$ cat src/rtl/cpu_ops_pkg.sv
// cpu_ops_pkg: opcode constants and sequencer state encoding shared by the ALU transfer path
package cpu_ops_pkg;
  localparam int OP_ADD  = 0;
  localparam int OP_SUB  = 1;
  localparam int OP_AND  = 2;
  localparam int OP_OR   = 3;
  localparam int OP_SHR  = 4;
  localparam int OP_SHRA = 5;
  localparam int OP_SHL  = 6;
  localparam int OP_ROR  = 7;
  localparam int OP_ROL  = 8;
  localparam int OP_MUL  = 9;
  localparam int OP_DIV  = 10;
  localparam int OP_NEG  = 11;
  localparam int OP_NOT  = 12;
  localparam int OP_LAST = 12;
  typedef enum logic [2:0] {
    IDLE    = 3'd0,
    S_SRC1  = 3'd1,
    S_EXE   = 3'd2,
    S_WB    = 3'd3,
    S_WB_LO = 3'd4,
    S_WB_HI = 3'd5,
    S_DONE  = 3'd6,
    S_ERR   = 3'd7
  } state_t;
endpackage

$ cat src/rtl/alu_xfer_sequencer_if.sv
// alu_xfer_sequencer_if: request fields from decode and datapath strobes back to registers
interface alu_xfer_sequencer_if #(
  parameter int NUM_REGS = 16,
  parameter int OP_W = 5,
  parameter int IDX_W = 4
);
  logic start;
  logic [OP_W-1:0] opcode;
  logic [IDX_W-1:0] rd;
  logic [IDX_W-1:0] rs;
  logic [IDX_W-1:0] rt;
  logic [NUM_REGS-1:0] reg_out;
  logic [NUM_REGS-1:0] reg_in;
  logic y_in;
  logic z_in;
  logic zlo_out;
  logic zhi_out;
  logic lo_in;
  logic hi_in;
  logic [OP_W-1:0] alu_op;
  logic busy;
  logic done;
  logic err;
  modport master (
    output start, opcode, rd, rs, rt,
    input reg_out, reg_in, y_in, z_in, zlo_out, zhi_out, lo_in, hi_in, alu_op, busy, done, err
  );
  modport slave (
    input start, opcode, rd, rs, rt,
    output reg_out, reg_in, y_in, z_in, zlo_out, zhi_out, lo_in, hi_in, alu_op, busy, done, err
  );
endinterface

$ cat src/rtl/alu_xfer_sequencer_idx_to_onehot.sv
// idx_to_onehot: register index to one-hot enable vector, all zero when disabled
module idx_to_onehot #(
  parameter int IDX_W = 4,
  parameter int NUM_REGS = 16
) (
  input  logic                en,
  input  logic [IDX_W-1:0]    idx,
  output logic [NUM_REGS-1:0] onehot
);
  assign onehot = en ? (NUM_REGS'(1) << idx) : '0;
endmodule

$ cat src/rtl/alu_xfer_sequencer.sv
// alu_xfer_sequencer: sequences one register-to-register ALU op over the shared bus
module alu_xfer_sequencer
  import cpu_ops_pkg::*;
#(
  parameter int NUM_REGS = 16,
  parameter int OP_W = 5,
  parameter int IDX_W = 4
) (
  input logic clock,
  input logic clear,
  alu_xfer_sequencer_if.slave bus
);
  state_t state;
  state_t nxt;
  logic [OP_W-1:0] op_q;
  logic [IDX_W-1:0] rd_q;
  logic [IDX_W-1:0] rs_q;
  logic [IDX_W-1:0] rt_q;
  logic un_q;
  logic md_q;
  logic un_in;
  logic bad_in;
  logic out_en;
  logic in_en;
  logic [IDX_W-1:0] out_idx;
  assign un_in  = bus.opcode == OP_W'(OP_NEG) || bus.opcode == OP_W'(OP_NOT);
  assign bad_in = bus.opcode > OP_W'(OP_LAST);
  assign un_q   = op_q == OP_W'(OP_NEG) || op_q == OP_W'(OP_NOT);
  assign md_q   = op_q == OP_W'(OP_MUL) || op_q == OP_W'(OP_DIV);
  // state register; clear forces IDLE regardless of start
  always_ff @(posedge clock) begin
    if (clear) state <= IDLE;
    else state <= nxt;
  end
  // request fields are captured only when a start is accepted in IDLE
  always_ff @(posedge clock) begin
    if (clear) begin
      op_q <= '0;
      rd_q <= '0;
      rs_q <= '0;
      rt_q <= '0;
    end else if (state == IDLE && bus.start) begin
      op_q <= bus.opcode;
      rd_q <= bus.rd;
      rs_q <= bus.rs;
      rt_q <= bus.rt;
    end
  end
  // next-state walk: unary ops skip the Y load, MUL/DIV split write-back into LO/HI
  always_comb begin
    nxt = state == IDLE    ? (!bus.start ? IDLE : bad_in ? S_ERR : un_in ? S_EXE : S_SRC1) :
          state == S_SRC1  ? S_EXE :
          state == S_EXE   ? (md_q ? S_WB_LO : S_WB) :
          state == S_WB_LO ? S_WB_HI :
          (state == S_WB || state == S_WB_HI) ? S_DONE : IDLE;
  end
  // strobes decode from state and latched fields only, so live inputs never glitch them
  always_comb begin
    out_en      = state == S_SRC1 || state == S_EXE;
    out_idx     = (state == S_EXE && !un_q) ? rt_q : rs_q;
    in_en       = state == S_WB;
    bus.y_in    = state == S_SRC1;
    bus.z_in    = state == S_EXE;
    bus.zlo_out = state == S_WB || state == S_WB_LO;
    bus.zhi_out = state == S_WB_HI;
    bus.lo_in   = state == S_WB_LO;
    bus.hi_in   = state == S_WB_HI;
    bus.alu_op  = state == S_EXE ? op_q : '0;
    bus.busy    = state != IDLE;
    bus.done    = state == S_DONE;
    bus.err     = state == S_ERR;
  end
  idx_to_onehot #(.IDX_W(IDX_W), .NUM_REGS(NUM_REGS)) u_out_dec (
    .en(out_en),
    .idx(out_idx),
    .onehot(bus.reg_out)
  );
  idx_to_onehot #(.IDX_W(IDX_W), .NUM_REGS(NUM_REGS)) u_in_dec (
    .en(in_en),
    .idx(rd_q),
    .onehot(bus.reg_in)
  );
endmodule

$ cat src/flat_wrapper.sv
// flat-port wrapper written by rule: the top's interface ports become plain ports
module alu_xfer_sequencer_flat import cpu_ops_pkg::*;
#(
  parameter int NUM_REGS = 16,
  parameter int OP_W = 5,
  parameter int IDX_W = 4
)
  (clock, clear, bus_start, bus_opcode, bus_rd, bus_rs, bus_rt, bus_reg_out, bus_reg_in, bus_y_in, bus_z_in, bus_zlo_out, bus_zhi_out, bus_lo_in, bus_hi_in, bus_alu_op, bus_busy, bus_done, bus_err);
  alu_xfer_sequencer_if #(.NUM_REGS(NUM_REGS), .OP_W(OP_W), .IDX_W(IDX_W)) bus_i ();
  input logic clock;
  input logic clear;
  input wire logic [$bits(bus_i.start)-1:0] bus_start;
  input wire logic [$bits(bus_i.opcode)-1:0] bus_opcode;
  input wire logic [$bits(bus_i.rd)-1:0] bus_rd;
  input wire logic [$bits(bus_i.rs)-1:0] bus_rs;
  input wire logic [$bits(bus_i.rt)-1:0] bus_rt;
  output wire logic [$bits(bus_i.reg_out)-1:0] bus_reg_out;
  output wire logic [$bits(bus_i.reg_in)-1:0] bus_reg_in;
  output wire logic [$bits(bus_i.y_in)-1:0] bus_y_in;
  output wire logic [$bits(bus_i.z_in)-1:0] bus_z_in;
  output wire logic [$bits(bus_i.zlo_out)-1:0] bus_zlo_out;
  output wire logic [$bits(bus_i.zhi_out)-1:0] bus_zhi_out;
  output wire logic [$bits(bus_i.lo_in)-1:0] bus_lo_in;
  output wire logic [$bits(bus_i.hi_in)-1:0] bus_hi_in;
  output wire logic [$bits(bus_i.alu_op)-1:0] bus_alu_op;
  output wire logic [$bits(bus_i.busy)-1:0] bus_busy;
  output wire logic [$bits(bus_i.done)-1:0] bus_done;
  output wire logic [$bits(bus_i.err)-1:0] bus_err;
  assign bus_i.start = bus_start;
  assign bus_i.opcode = bus_opcode;
  assign bus_i.rd = bus_rd;
  assign bus_i.rs = bus_rs;
  assign bus_i.rt = bus_rt;
  assign bus_reg_out = bus_i.reg_out;
  assign bus_reg_in = bus_i.reg_in;
  assign bus_y_in = bus_i.y_in;
  assign bus_z_in = bus_i.z_in;
  assign bus_zlo_out = bus_i.zlo_out;
  assign bus_zhi_out = bus_i.zhi_out;
  assign bus_lo_in = bus_i.lo_in;
  assign bus_hi_in = bus_i.hi_in;
  assign bus_alu_op = bus_i.alu_op;
  assign bus_busy = bus_i.busy;
  assign bus_done = bus_i.done;
  assign bus_err = bus_i.err;
  alu_xfer_sequencer #(.NUM_REGS(NUM_REGS), .OP_W(OP_W), .IDX_W(IDX_W)) u_core (.clock(clock), .clear(clear), .bus(bus_i));
endmodule
$ cat config.mk
export PLATFORM = sky130hd
export DESIGN_NAME = alu_xfer_sequencer_flat
export DESIGN_NICKNAME = d
export VERILOG_FILES = /design/src/rtl/cpu_ops_pkg.sv /design/src/rtl/alu_xfer_sequencer_if.sv /design/src/rtl/alu_xfer_sequencer_idx_to_onehot.sv /design/src/rtl/alu_xfer_sequencer.sv /design/src/flat_wrapper.sv
export SDC_FILE = /design/constraint.sdc
export NUM_CORES = 1
export LEC_CHECK = 0
export ABC_AREA = 1
export ABC_CLOCK_PERIOD_IN_PS = 2900
export CAP_MARGIN = 20
export CELL_PAD_IN_SITES_DETAIL_PLACEMENT = 1
export CELL_PAD_IN_SITES_GLOBAL_PLACEMENT = 1
export CORE_MARGIN = 2
export CORE_UTILIZATION = 28
export CTS_CLUSTER_DIAMETER = 60
export DETAILED_ROUTE_END_ITERATION = 12
export GPL_ROUTABILITY_DRIVEN = 1
export PLACE_DENSITY = 0.93
export SKIP_CTS_REPAIR_TIMING = 1
export SLEW_MARGIN = 20
export SYNTH_ARGS = -nofsm -noshare
export SYNTH_HDL_FRONTEND = slang
export SYNTH_HIERARCHICAL = 1
export SYNTH_SLANG_ARGS = --single-unit
export TNS_END_PERCENT = 10
$ cat constraint.sdc
create_clock -name clock -period 2.9 [get_ports clock]
set_input_delay 0.725 -clock clock [delete_from_list [all_inputs] [get_ports clock]]
set_output_delay 0.725 -clock clock [all_outputs]
set_load 0.005 [all_outputs]
Word-level counts from Yosys, hierarchy flattened:

Cells that the tools add are included.

* bits in registers: 20
* bits of input ports: 20
* output and inout bits: 46
* logic and storage cells: 45

* order comparisons: 1
* eq/ne operators: 13
* shift-type cells: 2
* multiplexer cells: 13
* reductions and logical operators: 11

Operators by type and width (number)
* 2-to-1 mux 16 bit: 2
* left shift 1 x 4 -> 16 bit, first input constant: 2
* == test 5 x 4 -> 1 bit, second input constant: 6
* 2-to-1 mux 3 bit: 8
* == test 3 bit, second input constant: 4
* == test 3 x 2 -> 1 bit, second input constant: 2
* logical OR 1 bit: 6
* > comparator 5 x 4 -> 1 bit, second input constant: 1
* 2-to-1 mux 5 bit: 1
* 2-to-1 mux 4 bit: 1
* == test 3 x 1 -> 1 bit, second input constant: 1
* zero test 3 bit: 1
* nonzero test 3 bit: 1
* logical AND 1 bit: 2
* 2-to-1 mux 2 bit: 1
* zero test 1 bit: 1

Logic depth before layout (Yosys ltp):

Gate-level depths: netlist of the first run.

* word-level depth: 7
* gate-level depth with buffers: 10
* mapped depth without buffers: 10

Cells and area by module:

Netlist of the first run, hierarchy kept.

Modules (own cells, without submodules)
* alu_xfer_sequencer: instances 1, cells each 150, area each 1053.5 um^2, sequential area each 400.4 um^2
* idx_to_onehot: instances 2, cells each 31, area each 126.4 um^2, sequential area each 0.0 um^2

Least setup slack after synthesis of the first run:

Ideal clock, no wire load.

* kind: register to output
* start: register u_core.state[2]
* end: output port bus_reg_out[15]
* data arrival time: 1.579 ns
* path slack: 0.596 ns
* stages on the path, launching flop included: 7
* buffers on the path: 1
* path through: dfxtp_1 buf_6 nor3_4 nand3_4 o21ai_0 nand3_1 nor2_1

* longest elaborated chain between the ends: 5
* elaborated cells between the ends (all ways): 7

Ends and longest elaborated chain
* start: declaration: line alu_xfer_sequencer.sv:13 `state_t state;`
* start signal: assignment: line alu_xfer_sequencer.sv:33 `else state <= nxt;`
* == test 3 x 2 -> 1 bit
* via bus_z_in: line flat_wrapper.sv:20 `output wire logic [$bits(bus_i.z_in)-1:0] bus_z_in;`
* logical AND 1 bit: line alu_xfer_sequencer.sv:60 `out_idx = (state == S_EXE && !un_q) ? rt_q : rs_q;`
* 2-to-1 mux 4 bit: line alu_xfer_sequencer.sv:60
* via u_core.out_idx[1]: line alu_xfer_sequencer.sv:25 `logic [IDX_W-1:0] out_idx;`
* left shift 1 x 4 -> 16 bit: line alu_xfer_sequencer_idx_to_onehot.sv:10 `assign onehot = en ? (NUM_REGS'(1) << idx) : '0;`
* 2-to-1 mux 16 bit: line alu_xfer_sequencer_idx_to_onehot.sv:10
* end: declaration: line flat_wrapper.sv:17 `output wire logic [$bits(bus_i.reg_out)-1:0] bus_reg_out;`

The timed path passes the listed nets, and every way through them passes these cells.

Worst setup path in the final report of the first run:

* start: register u_core.state[1]
* end: output port bus_reg_out[9]

* longest elaborated chain between the ends: 5
* elaborated cells between the ends (all ways): 7

Ends and longest elaborated chain (line)
* == test 3 x 2 -> 1 bit: alu_xfer_sequencer.sv:60
* logical AND 1 bit: alu_xfer_sequencer.sv:60
* 2-to-1 mux 4 bit: alu_xfer_sequencer.sv:60
* via u_core.out_idx[1]: alu_xfer_sequencer.sv:25
* left shift 1 x 4 -> 16 bit: alu_xfer_sequencer_idx_to_onehot.sv:10
* 2-to-1 mux 16 bit: alu_xfer_sequencer_idx_to_onehot.sv:10

The timed path passes the listed nets, and every way through them passes these cells.

==> results of run 1 <==
## power groups by stage
stage          Clock [mW]  Sequential [mW]  Combinational [mW]
2_1_floorplan           0            0.425               0.521
3_3_place_gp            0            0.440               0.768
3_5_place_dp            0            0.447               0.800
4_1_cts             0.213            0.441               0.803
5_1_grt             0.230            0.468               0.911
6_report            0.206            0.451               0.815
## cell usage after synthesis (all sizes together)
cell type | instances | area share
nor2 | 61 | 0.18
nand2 | 48 | 0.14
inv | 29 | 0.083
dfxtp | 20 | 0.31
nand3 | 19 | 0.096
a21oi | 11 | 0.045
a211oi | 9 | 0.063
o21ai | 5 | 0.019
buf | 4 | 0.032
clkbuf | 2 | 0.0057
nand4 | 2 | 0.0096
a31oi | 1 | 0.0048
nor3 | 1 | 0.012
## flip-flops by register name (all words and copies together), names as in the netlist
name and cells:
u_core/op_q 5, u_core/rd_q 4, u_core/rs_q 4, u_core/rt_q 4
u_core/state 3
## cell families after synthesis
group,count (synthesis)
simple gates,131
buf+inv,35
compound gates,26
flops,20
## worst reg2reg max path: cells and delay by family, from the launching register on
kind	cells	cell delay (ps)
buf+inv	2	460
flops	1	340
simple gates	6	720
## cells in the final DEF (no fill, tap or decap), types with 3 or more instances in the layout
cell             synthesis  routed
buf_4                    1       4
nor2_2                   2       3
inv_1                   25      22
nor2_1                  58      57
o21ai_1                  0       3
dfxtp_2                  0       3
a211oi_1                 6       6
a21oi_1                 10      10
dlymetal6s2s_1           0      13
nand2_1                 48      46
a211oi_2                 3       3
clkdlybuf4s50_1          0      52
dfxtp_1                 20      16
clkbuf_8                 0       4
inv_2                    4       7
nand3_1                 16      15
## worst max path at each step
stage                            endpoint            start  slack (ps)
after detailed placement   bus_reg_out[1]  u_core/state[1]         0.8
after floorplan           bus_reg_out[15]  u_core/state[2]         600
after global routing       bus_reg_out[9]  u_core/state[1]         -50
after CTS                  bus_reg_out[9]  u_core/state[1]        -280
after global placement     bus_reg_out[2]  u_core/state[1]         150
final                      bus_reg_out[9]  u_core/state[1]          70
## final cells by class
type | instances | area (um^2)
Fill cell | 588 | 2300
Multi-Input combinational cell | 157 | 764
Timing Repair Buffer | 69 | 713
Sequential cell | 20 | 408
Inverter | 29 | 109
Tap cell | 52 | 65.1
Clock buffer | 4 | 55.1
## per-layer routing
metal,track usage,wire [um],vias up
met5,0,0,-
met1,0.194,1920,739
li1,-,-,800
met3,0.0347,285,6
met2,0.292,2200,47
met4,0.0398,50,0
==> impl_metrics.tcl, run 1 <==
set metrics [dict create \
    status "completed" \
    final_util 0.479 \
    cts_tree "yes" \
    layout-drive-gt1-share 0.125 \
    io_buffers 65 \
    synth_top_family_by_area "simple AND/OR/NAND/NOR gates" \
    critPathSlowestCell "clkdlybuf4s50_1" \
    routed_wl_um 4460 \
    clock-sinks 20 \
    r2r-start "u_core/state[2]" \
    clk-insertion-delay-late_ps 250 \
    fmax_mhz 353 \
    clk_pin_slew_worst_paths_ps 70 \
    min_from "u_core/rs_q[1]" \
    synthSimpleGateAreaFrac 0.441 \
    synth_adder_area_share 0 \
    die_h_um 72.3 \
    finalCritPeriodShare 0.976 \
    power_switching_share 0.438 \
    fin_cells 331 \
    timing.hold.ws_ps 469 \
    worstReg2RegEnd "u_core/state[1]" \
    pwr-share-comb 0.554 \
    io_pins 66 \
    finClkSkew_ps 0.795 \
    timing_worst_setup_path_type "flip-flop to output pin" \
    vias 1592 \
    p_sw_mw 0.645 \
    setup_ws_ps 68.9 \
    grt_pass1_wl_um 6900 \
    die_w_um 72.3 \
    crit_path_start_kind "flip-flop" \
    wl_per_cell_um 13.5 \
    first_pass_iters 4 \
    core_area_um2 4410 \
    p_leak_nw 1.01 \
    rows 24 \
    yosysWarnings 6 \
    p_int_mw 0.827 \
    syn-num-nets 232 \
    h-tree-depth 1 \
    nets 300 \
    netlist_instances 212 \
    grt_overflow 0 \
    grt_pass1_vias 1563 \
    synthXorXnorAreaFrac 0 \
    cts_root_buf "clkbuf_8" \
    antennaDiodeCount 0 \
    worstHoldEndpoint "u_core/rs_q[1]" \
    syn_area_um2 1310 \
    track_usage 0.162 \
    maxSlewViolCount 0 \
    place_inst 327 \
    reg2reg_depth 8 \
    start_util 0.296 \
    synth-compound-area-share 0.132 \
    worstMarginPinSlew_ps 812 \
    crit_family "buffers and inverters" \
    ant_nets 0 \
    dieArea_um2 5230 \
    synth-seq-cells 20 \
    critical-path-max-stage-delay_ps 520 \
    clockBufferDepth 2 \
    crit_path_end_kind "output pin" \
    drc 0 \
    setup_viol 0 \
    muxShareOfSynthArea 0 \
    cp_num_cells 10 \
    critPathRequiredTime_ps 2170 \
    seqPwrFrac 0.307 \
    path_cells "inv_2 -> nor3_4 -> nand3_4 -> nand2_1 -> o21ai_1 -> buf_4 -> inv_1 -> nand3_2 -> nor2_1 -> clkdlybuf4s50_1" \
    dp_slack_ps 0.799 \
    hold_path.class "flip-flop to flip-flop" \
    hold_depth 2 \
    antenna_found_initial 0 \
    p_clk_frac 0.140 \
    finalSetupTns_ps 0 \
    drv_cap 0 \
    cts_buffers 3 \
    rrSetupSlack_ps 1290 \
    area_growth_pct 61.9 \
    cp.arrival_ps 2110 \
    vias_per_cell 4.81 \
    drt_iter0_markers 59 \
    routabilityCongestion 0.823 \
    post-route-min-period_ps 2830 \
    placed_cell_area_um2 2000 \
    power.total_mw 1.47 \
    fin_area_um2 2110 \
    rsz0062_at_grt "true" \
    hold_viol 0 \
    power_density_nw_per_um2 696 \
    ys_types 21 \
    syn_area_per_cell_um2 6.16 \
    critPathBufInv 4 \
    cp_max_fo 8 \
    ys_seq_area_frac 0.307 \
    grt_start_max_net_pins 29 \
    vdd_drop_max_mv 0.198 \
    hpwlAfterDp_um 3420 \
    maxSlewHeadroom 0.457 \
]
Power figures use the tool's default switching activity.
==> inputs of run 2 (changes only) <==
CORE_MARGIN = 1.5   (was 2)
CTS_CLUSTER_SIZE = 20   (was not set)
TNS_END_PERCENT = not set   (was 10)
==> impl_metrics.tcl, run 2 (synthesized netlist as in run 1, its figures left out) <==
set metrics [dict create \
    start_util 0.296 \
    fmax_mhz 371 \
    grt_start_max_net_pins 29 \
    setup_ws_ps 202 \
    vias 1597 \
    status "completed" \
    maxSlewViolCount 0 \
    drc 0 \
    h-tree-depth 1 \
    seqPwrFrac 0.289 \
    p_sw_mw 0.687 \
    layout_commonest_cell "nor2_1" \
    maxSlewHeadroom 0.443 \
    hpwlAfterDp_um 3360 \
    pwr-share-comb 0.573 \
    vias_per_cell 4.80 \
    p_leak_nw 1.09 \
    critPathRequiredTime_ps 2170 \
    cts_tree "yes" \
    nets 302 \
    largest_reg_flops 5 \
    area_growth_pct 65.4 \
    power_switching_share 0.447 \
    p_int_mw 0.850 \
    layout-drive-gt1-share 0.128 \
    timing.hold.ws_ps 471 \
    ant_nets 0 \
    drv_cap 0 \
    setup_viol 0 \
    finalCritPeriodShare 0.930 \
    cts_buffers 3 \
    die_w_um 71.3 \
    path_cells "nand2_1 -> nor2_1 -> nand2_1 -> nor2_1 -> clkdlybuf4s50_1" \
    grt_pass1_wl_um 7030 \
    routed_wl_um 4550 \
    critPathBufInv 1 \
    routabilityCongestion 0.815 \
    crit_path_start_kind "flip-flop" \
    finClkSkew_ps 3.10 \
    cp_max_fo 8 \
    cp.arrival_ps 1970 \
    antenna_found_initial 0 \
    grt_pass1_vias 1561 \
    first_pass_iters 4 \
    die_h_um 71.3 \
    clock-sinks 20 \
    post-route-min-period_ps 2700 \
    vdd_drop_max_mv 0.244 \
    fillers 588 \
    clk-insertion-delay-late_ps 260 \
    clk_pin_slew_worst_paths_ps 70 \
    power.total_mw 1.54 \
    drt_iter0_markers 60 \
    power_density_nw_per_um2 711 \
    rsz0062_at_grt "false" \
    critPathSlowestCell "clkdlybuf4s50_1" \
    dp_slack_ps 92.5 \
    dieArea_um2 5080 \
    track_usage 0.167 \
    critical-path-max-stage-delay_ps 520 \
    grt_overflow 0 \
    rows 24 \
    final_util 0.490 \
    worstMarginPinSlew_ps 833 \
    io_pins 66 \
    hold_viol 0 \
    cts_root_buf "clkbuf_8" \
    crit_path_end_kind "output pin" \
    final_cell_mix "nor2_1 (58), clkdlybuf4s50_1 (49), nand2_1 (44), inv_1 (23), dfxtp_1 (19)" \
    wl_per_cell_um 13.7 \
    top_register "u_core/op_q" \
    p_clk_frac 0.138 \
    hold_path.class "flip-flop to flip-flop" \
    antennaDiodeCount 0 \
    core_area_um2 4410 \
    timing_worst_setup_path_type "flip-flop to output pin" \
    io_buffers 65 \
    clockBufferDepth 2 \
    crit_family "simple AND/OR/NAND/NOR gates" \
]
run 2: cell count changes in the layout (fill, tap and decap cells not counted), sizes merged:
cell	delta
buf	+2
clkdlybuf4s50	-3
dlymetal6s2s	+3
run 2: worst paths after layout:
kind,start,endpoint,slack [ps],cells past startpoint
setup / recovery,u_core/state[0],bus_reg_in[15],200,5
hold / removal,u_core/rs_q[0],u_core/rs_q[0],470,2
setup reg to reg,u_core/state[2],u_core/state[1],1220,8
hold reg to reg,u_core/rs_q[0],u_core/rs_q[0],470,2
run 2: cell type report:
type | instances | area [um^2] | area share
clock buffer | 4 | 55.1 | 0.0255
inverter | 29 | 109 | 0.0504
multi-input combinational | 157 | 792 | 0.367
sequential | 20 | 404 | 0.187
tap | 52 | 65.1 | 0.0301
timing repair buffer | 71 | 736 | 0.340
run 2: worst min-delay path, stage by stage, from the launching register on:
cell,delay [ps]
dfxtp_1,310
nand2_1,60
a21oi_1,50
run 2: power by group through the flow:
stage          Combinational, mW  Sequential [mW]  Clock, mW
4_1_cts                    0.805            0.442      0.217
6_report                   0.881            0.445      0.212
3_5_place_dp               0.798            0.448          0
5_1_grt                    0.976            0.457      0.232
2_1_floorplan              0.521            0.425          0
3_3_place_gp               0.767            0.440          0
run 2: through the flow:
stage | instance area (um^2) | TNS [ps] | instances
final | 2160 | 0 | 333
after detailed placement | 2000 | 0 | 327
after CTS | 2060 | -2950 | 331
after floorplan | 1310 | 0 | 212
after global routing | 2160 | 0 | 333
after global placement | 2000 | 0 | 327
run 2: layer usage:
layer / wire length [um] / global-route usage / vias up
li1: - / - / 804
met1: 1930 / 0.202 / 737
met2: 2310 / 0.301 / 48
met3: 232 / 0.0295 / 8
met4: 85 / 0.0461 / 0
met5: 0 / 0 / -
